**src/rtl/psram_arbiter.sv**
```systemverilog
// Round-robin two-port arbiter in front of the PSRAM controller.
// Issues one single-cycle strobe per transaction and returns a done pulse to the granted port.
module psram_arbiter #(
    parameter int unsigned ADDR_W = 24,
    parameter int unsigned DATA_W = 16
) (
    input  logic              clk,
    input  logic              rst,
    input  logic              p0_req,
    input  logic              p0_we,
    input  logic [ADDR_W-1:0] p0_addr,
    input  logic [DATA_W-1:0] p0_wdata,
    output logic              p0_done,
    output logic [DATA_W-1:0] p0_rdata,
    input  logic              p1_req,
    input  logic              p1_we,
    input  logic [ADDR_W-1:0] p1_addr,
    input  logic [DATA_W-1:0] p1_wdata,
    output logic              p1_done,
    output logic [DATA_W-1:0] p1_rdata,
    output logic [ADDR_W-1:0] mem_addr,
    output logic [DATA_W-1:0] mem_wdata,
    output logic              mem_read_strb,
    output logic              mem_write_strb,
    input  logic              mem_ready,
    input  logic [DATA_W-1:0] mem_rdata
);

    typedef enum logic [1:0] {
        IDLE      = 2'd0,
        ISSUE     = 2'd1,
        WAIT_BUSY = 2'd2,
        WAIT_DONE = 2'd3
    } state_t;

    state_t            state, state_d;
    logic              gnt_id, gnt_id_d;
    logic              gnt_we, gnt_we_d;
    logic              last_grant, last_grant_d;
    logic [ADDR_W-1:0] mem_addr_d;
    logic [DATA_W-1:0] mem_wdata_d;
    logic              mem_read_strb_d, mem_write_strb_d;
    logic              p0_done_d, p1_done_d;
    logic [DATA_W-1:0] p0_rdata_d, p1_rdata_d;
    logic              elig0, elig1, pick;

    // A port still showing its done pulse is masked so a held req is not re-granted at once.
    assign elig0 = p0_req & ~p0_done;
    assign elig1 = p1_req & ~p1_done;
    assign pick  = (elig0 & elig1) ? ~last_grant : elig1;

    always_ff @(posedge clk or posedge rst) begin
        if (rst) begin
            state          <= IDLE;
            gnt_id         <= 1'b0;
            gnt_we         <= 1'b0;
            last_grant     <= 1'b1;
            mem_addr       <= '0;
            mem_wdata      <= '0;
            mem_read_strb  <= 1'b0;
            mem_write_strb <= 1'b0;
            p0_done        <= 1'b0;
            p1_done        <= 1'b0;
            p0_rdata       <= '0;
            p1_rdata       <= '0;
        end else begin
            state          <= state_d;
            gnt_id         <= gnt_id_d;
            gnt_we         <= gnt_we_d;
            last_grant     <= last_grant_d;
            mem_addr       <= mem_addr_d;
            mem_wdata      <= mem_wdata_d;
            mem_read_strb  <= mem_read_strb_d;
            mem_write_strb <= mem_write_strb_d;
            p0_done        <= p0_done_d;
            p1_done        <= p1_done_d;
            p0_rdata       <= p0_rdata_d;
            p1_rdata       <= p1_rdata_d;
        end
    end

    always_comb begin
        state_d          = state;
        gnt_id_d         = gnt_id;
        gnt_we_d         = gnt_we;
        last_grant_d     = last_grant;
        mem_addr_d       = mem_addr;
        mem_wdata_d      = mem_wdata;
        mem_read_strb_d  = 1'b0;
        mem_write_strb_d = 1'b0;
        p0_done_d        = 1'b0;
        p1_done_d        = 1'b0;
        p0_rdata_d       = p0_rdata;
        p1_rdata_d       = p1_rdata;

        case (state)
            IDLE: begin
                if (mem_ready && (elig0 || elig1)) begin
                    gnt_id_d         = pick;
                    gnt_we_d         = pick ? p1_we : p0_we;
                    mem_addr_d       = pick ? p1_addr : p0_addr;
                    mem_wdata_d      = pick ? p1_wdata : p0_wdata;
                    last_grant_d     = pick;
                    mem_read_strb_d  = ~gnt_we_d;
                    mem_write_strb_d = gnt_we_d;
                    state_d          = ISSUE;
                end
            end
            ISSUE: begin
                state_d = WAIT_BUSY;
            end
            WAIT_BUSY: begin
                if (!mem_ready) begin
                    state_d = WAIT_DONE;
                end
            end
            WAIT_DONE: begin
                if (mem_ready) begin
                    if (!gnt_we) begin
                        if (gnt_id) begin
                            p1_rdata_d = mem_rdata;
                        end else begin
                            p0_rdata_d = mem_rdata;
                        end
                    end
                    p0_done_d = ~gnt_id;
                    p1_done_d = gnt_id;
                    state_d   = IDLE;
                end
            end
            default: begin
                state_d = IDLE;
            end
        endcase
    end

endmodule
```
**config.mk**
```make
export PLATFORM = sky130hd
export DESIGN_NAME = psram_arbiter
export DESIGN_NICKNAME = d
export VERILOG_FILES = /design/src/rtl/psram_arbiter.sv
export SDC_FILE = /design/constraint.sdc
export NUM_CORES = 1
export LEC_CHECK = 0
export ABC_CLOCK_PERIOD_IN_PS = 3050
export CAP_MARGIN = 20
export CORE_MARGIN = 5
export CORE_UTILIZATION = 40
export DETAILED_ROUTE_END_ITERATION = 7
export GPL_TIMING_DRIVEN = 0
export PLACE_DENSITY = 0.81
export SYNTH_ARGS = -nofsm -noshare
export SYNTH_HDL_FRONTEND = slang
export SYNTH_SLANG_ARGS = --single-unit
export TNS_END_PERCENT = 20
```
**constraint.sdc**
```tcl
create_clock -name clk -period 3.05 [get_ports clk]
set_input_delay 0.61 -clock clk [delete_from_list [all_inputs] [get_ports clk]]
set_output_delay 0.61 -clock clk [all_outputs]
set_load 0.1 [all_outputs]
```
* Word-level counts from Yosys, hierarchy flattened *
Index checks and enable logic that the tools add are counted.

word-level totals
  output and inout port bits = 76
  flip-flop bits (word level) = 81
  word-level logic and storage cells = 50

operators by class
  reductions and logical operators = 7
  equal/unequal tests = 6
  bitwise operators = 9
  multiplexer cells = 16

operators by type and width
  kind                                                  count
  2-to-1 mux 24 bit                                     1
  2-to-1 mux 16 bit                                     1
  2-to-1 mux 1 bit                                      10
  one-hot mux 2 bit (4 select lines)                    1
  AND reduction 4 bit                                   2
  2-to-1 mux 2 bit                                      3
  inequality test 2 bit (second input constant)         3
  inverter 1 bit                                        6
  equality test 2 bit (second input constant)           2
  bitwise AND 1 bit                                     3
  AND reduction 3 bit                                   1
  equality test 2 x 1 -> 1 bit (second input constant)  1
  logical NOT 2 bit                                     1
  AND reduction 2 bit                                   1
  logical AND 1 bit                                     1
  logical OR 1 bit                                      1

* Longest topological paths before layout *
  depth after elaboration = 8
  mapped depth = 8
  gate-level depth less buffers = 6

* Least setup slack after synthesis *
No wires, ideal clock.

  path type = register to register
  from = reg p1_done
  to = reg mem_wdata[0]
  clock period less this slack = 1.853 ns
  stages on the path, launching flop included = 7
  arrival = 1.776 ns
  setup slack = 1.197 ns
  path through = dfrtp_1 nand2b_1 a21o_1 buf_2 buf_2 a21oi_1 a21oi_1

on the way
  longest elaborated chain between the ends = 5

ends and longest elaborated chain
  what                                                             RTL line  text
  start: declaration                                               19        output logic p1_done,
  start signal: assignment                                         76        p1_done <= p1_done_d;
  inverter 1 bit (*)                                               49        assign elig1 = p1_req & ~p1_done;
  bitwise AND 1 bit (*)                                            49
  bitwise AND 1 bit / logical OR 1 bit (equally long branches)     50, 98
  2-to-1 mux 1 bit / logical AND 1 bit (equally long branches)     50, 98
  2-to-1 mux 16 bit / AND reduction 2 bit (equally long branches)  -
  end signal: assignment                                           72        mem_wdata <= mem_wdata_d;
  end: declaration                                                 22        output logic [DATA_W-1:0] mem_wdata,

Every way passes the cells marked *; elsewhere a longest branch is shown, timed or not.
A chain may end at the register's enable or synchronous reset.

* Worst setup path after layout *
  from = reg mem_addr[22]
  to = out mem_addr[22]

RTL lines
  what                      RTL line  text
  start: declaration        21        output logic [ADDR_W-1:0] mem_addr,
  start signal: assignment  71        mem_addr <= mem_addr_d;

No word-level cell between the ends.

==> impl_results.md <==
* Status: completed
* Cts repair resizes at 0
* Cell count after synthesis at 333
* Area of placed instances at 5450 µm²
* Die area at 10700 µm²
* Vias/cell at 5.02
* Final design area excluding fillers at 5670 µm²
* Antenna diodes at 0
* Final setup violation count at 0
* GPL Wtd Cong at 0.814
* Slew Limit Headroom at 0.327
* Initial DRC count at 83
* Startpoint types: flip-flop
* Crit-path max cell delay at 1150 ps
* RR Endpoint: mem_addr[21]
* First-pass GRT wire length at 17200 µm
* Top cells by area, synth: dfrtp_1 57%, a21oi_1 12%, mux2_2 7.1%, nand2_1 5.1%, nor2_1 4.6%
* Initial Utilization at 0.405
* Ys async rst share at 1.00
* Latest clock arrival within the worst-skew pair at 340 ps
* Critical Path, Cell by Cell: clkdlybuf4s50_1
* R2R setup slack at 1180 ps
* Highest Clock Rate at 401 MHz
* Nets at 630
* Setup TNS at 0 ps
* Max Clock Skew at 12.5 ps
* CP Buf/Inv Count at 1
* DRC Markers at 0
* Port Buf Inserts at 178
* Pre-antenna DRT Iters at 4
* Post-Syn Area at 3500 µm²
* Dpl hpwl at 8190 µm
* Worst Path Max Fanout at 2
* Die Y at 104 µm
* ANT nets after route at 0
* Worst-path clk slew at 80 ps
* CP max stage cell: clkdlybuf4s50_1
* Tot GR Track Use at 0.195
* Required time worst endpoint at 2440 ps
* Longest Clk Path Bufs at 2
* Worst Path Arrival at 1880 ps
* CTS buffer count at 9
* CP Launch Point: mem_addr[22]
* Final period demand of the worst path at 2490 ps
* YS warnings at 0
* Largest net degree at the start of global routing at 64
* Area growth syn-to-layout at 61.9%
* I/O Pins at 179
* Slew at the pin closest to its max-slew limit at 1010 ps
* RSZ-0062 raised after global routing: no
* Share of cells above drive strength 1 at 0.129
* Most numerous cell in the Yosys netlist: a21oi_1
* HP Class: reg2reg
* Seq/Total Area, Yosys at 0.579
* Setup bufs post-CTS at 0
* Synth cell count leaders: 84 x a21oi_1, 80 x dfrtp_1, 48 x nand2_1
* CTS Hold Bufs at 0
* H-Tree Depth at 3
* Cells on worst reg2reg path at 7
* Leading area contributor after synthesis: dfrtp_1
* CP top delay family: buffers and inverters
* Core box area at 8640 µm²
* CTS tree: yes
* Capture point of the critical path: mem_addr[22]
* EDFF count, synth at 0
* Critical setup path kind: reg2out
* Post-synth top area share at 0.572
* Synth cell types at 28
* Max-cap violations at 0
* Worst r2r src: state[0]
* Ys flop type: dfrtp_1
* Routed WL per cell at 16.6 µm
* Initial antenna violation count at 0
* Die width at 104 µm
* Final Hold Vio Count at 0
* #FFs+latches synth at 81
* Final Max Slew Viols at 0
* Core Util, Final at 0.656
* Synthesized Nets at 440
* Drt total wl at 10600 µm
* Vias in the first global route at 3324
* Row count at 34
* Synth Area per Inst at 10.5 µm²
* Stages on worst setup path at 1
* Vias at 3195
* Fin crit share at 0.818
* Clock root cell: clkbuf_8
* GRT overflow at 0
* Clock sink count at 81
* Crit end category: primary output
==> layout by cell type (no fill, tap or decap), types with 2 or more instances in the layout <==
cell,Yosys,layout
a21oi_1,84,84
a31oi_1,2,2
buf_2,10,10
bufinv_16,0,2
clkbuf_1,8,10
clkbuf_8,0,10
clkdlybuf4s50_1,0,178
dfrtp_1,80,80
ha_1,4,4
inv_1,3,2
mux2_2,22,22
mux2_4,10,10
nand2_1,48,48
nand2b_1,2,2
nor2_1,43,43
o21ai_1,2,2
==> registers in the layout, indices dropped and copies added (netlist names) <==
| register | count |
|---|---|
| last_grant | 1 |
| mem_wdata | 16 |
| mem_addr | 24 |
| p0_rdata | 16 |
| state | 2 |
| p1_rdata | 16 |
| gnt_id | 1 |
| p1_done | 1 |
| p0_done | 1 |
| mem_write_strb | 1 |
| mem_read_strb | 1 |
| gnt_we | 1 |
==> kinds of logic after synthesis <==
| kind of cell | after synthesis | share of synthesized area |
|---|---|---|
| AO/OA/AOI/OAI | 92 | 0.137 |
| flip-flops | 81 | 0.579 |
| adder cells (fa/ha/maj) | 4 | 0.0143 |
| multiplexers | 32 | 0.114 |
| AND/OR/NAND/NOR | 100 | 0.119 |
| buffers and inverters | 24 | 0.0372 |
==> metal layers <==
| layer | share of wire | vias up | GRT usage |
|---|---|---|---|
| li1 | - | 1503 | - |
| met1 | 0.42 | 1513 | 0.243 |
| met2 | 0.47 | 155 | 0.306 |
| met3 | 0.087 | 24 | 0.0734 |
| met4 | 0.024 | 0 | 0.0759 |
| met5 | 0 | - | 0 |
==> how the worst min path moves through the flow <==
stage          startpoint          to  depth (start not counted)
3_5_place_dp   last_grant  last_grant                          2
5_1_grt        last_grant  last_grant                          2
6_report       last_grant  last_grant                          2
3_3_place_gp   last_grant  last_grant                          2
4_1_cts        last_grant  last_grant                          2
2_1_floorplan  last_grant  last_grant                          2
==> metrics by stage <==
step / hold WS [ps] / worst slack, ps / cells
4_1_cts: 490 / 512 / 636
2_1_floorplan: 445 / 362 / 333
3_3_place_gp: 458 / -939 / 619
5_1_grt: 514 / 497 / 636
3_5_place_dp: 479 / 650 / 620
6_report: 484 / 555 / 636
==> area by class of cell <==
cell class / instances / area [µm²]
Fill cell: 694 / 2970
Sequential cell: 81 / 2030
Timing Repair Buffer: 179 / 1810
Multi-Input combinational cell: 228 / 1340
Clock buffer: 12 / 145
Tap cell: 108 / 135
Buffer: 21 / 119
Clock inverter: 4 / 76.3
Inverter: 3 / 13.8
Power is not shown: default switching activity piles up to over one toggle a cycle in this logic, so the estimate is an artifact.
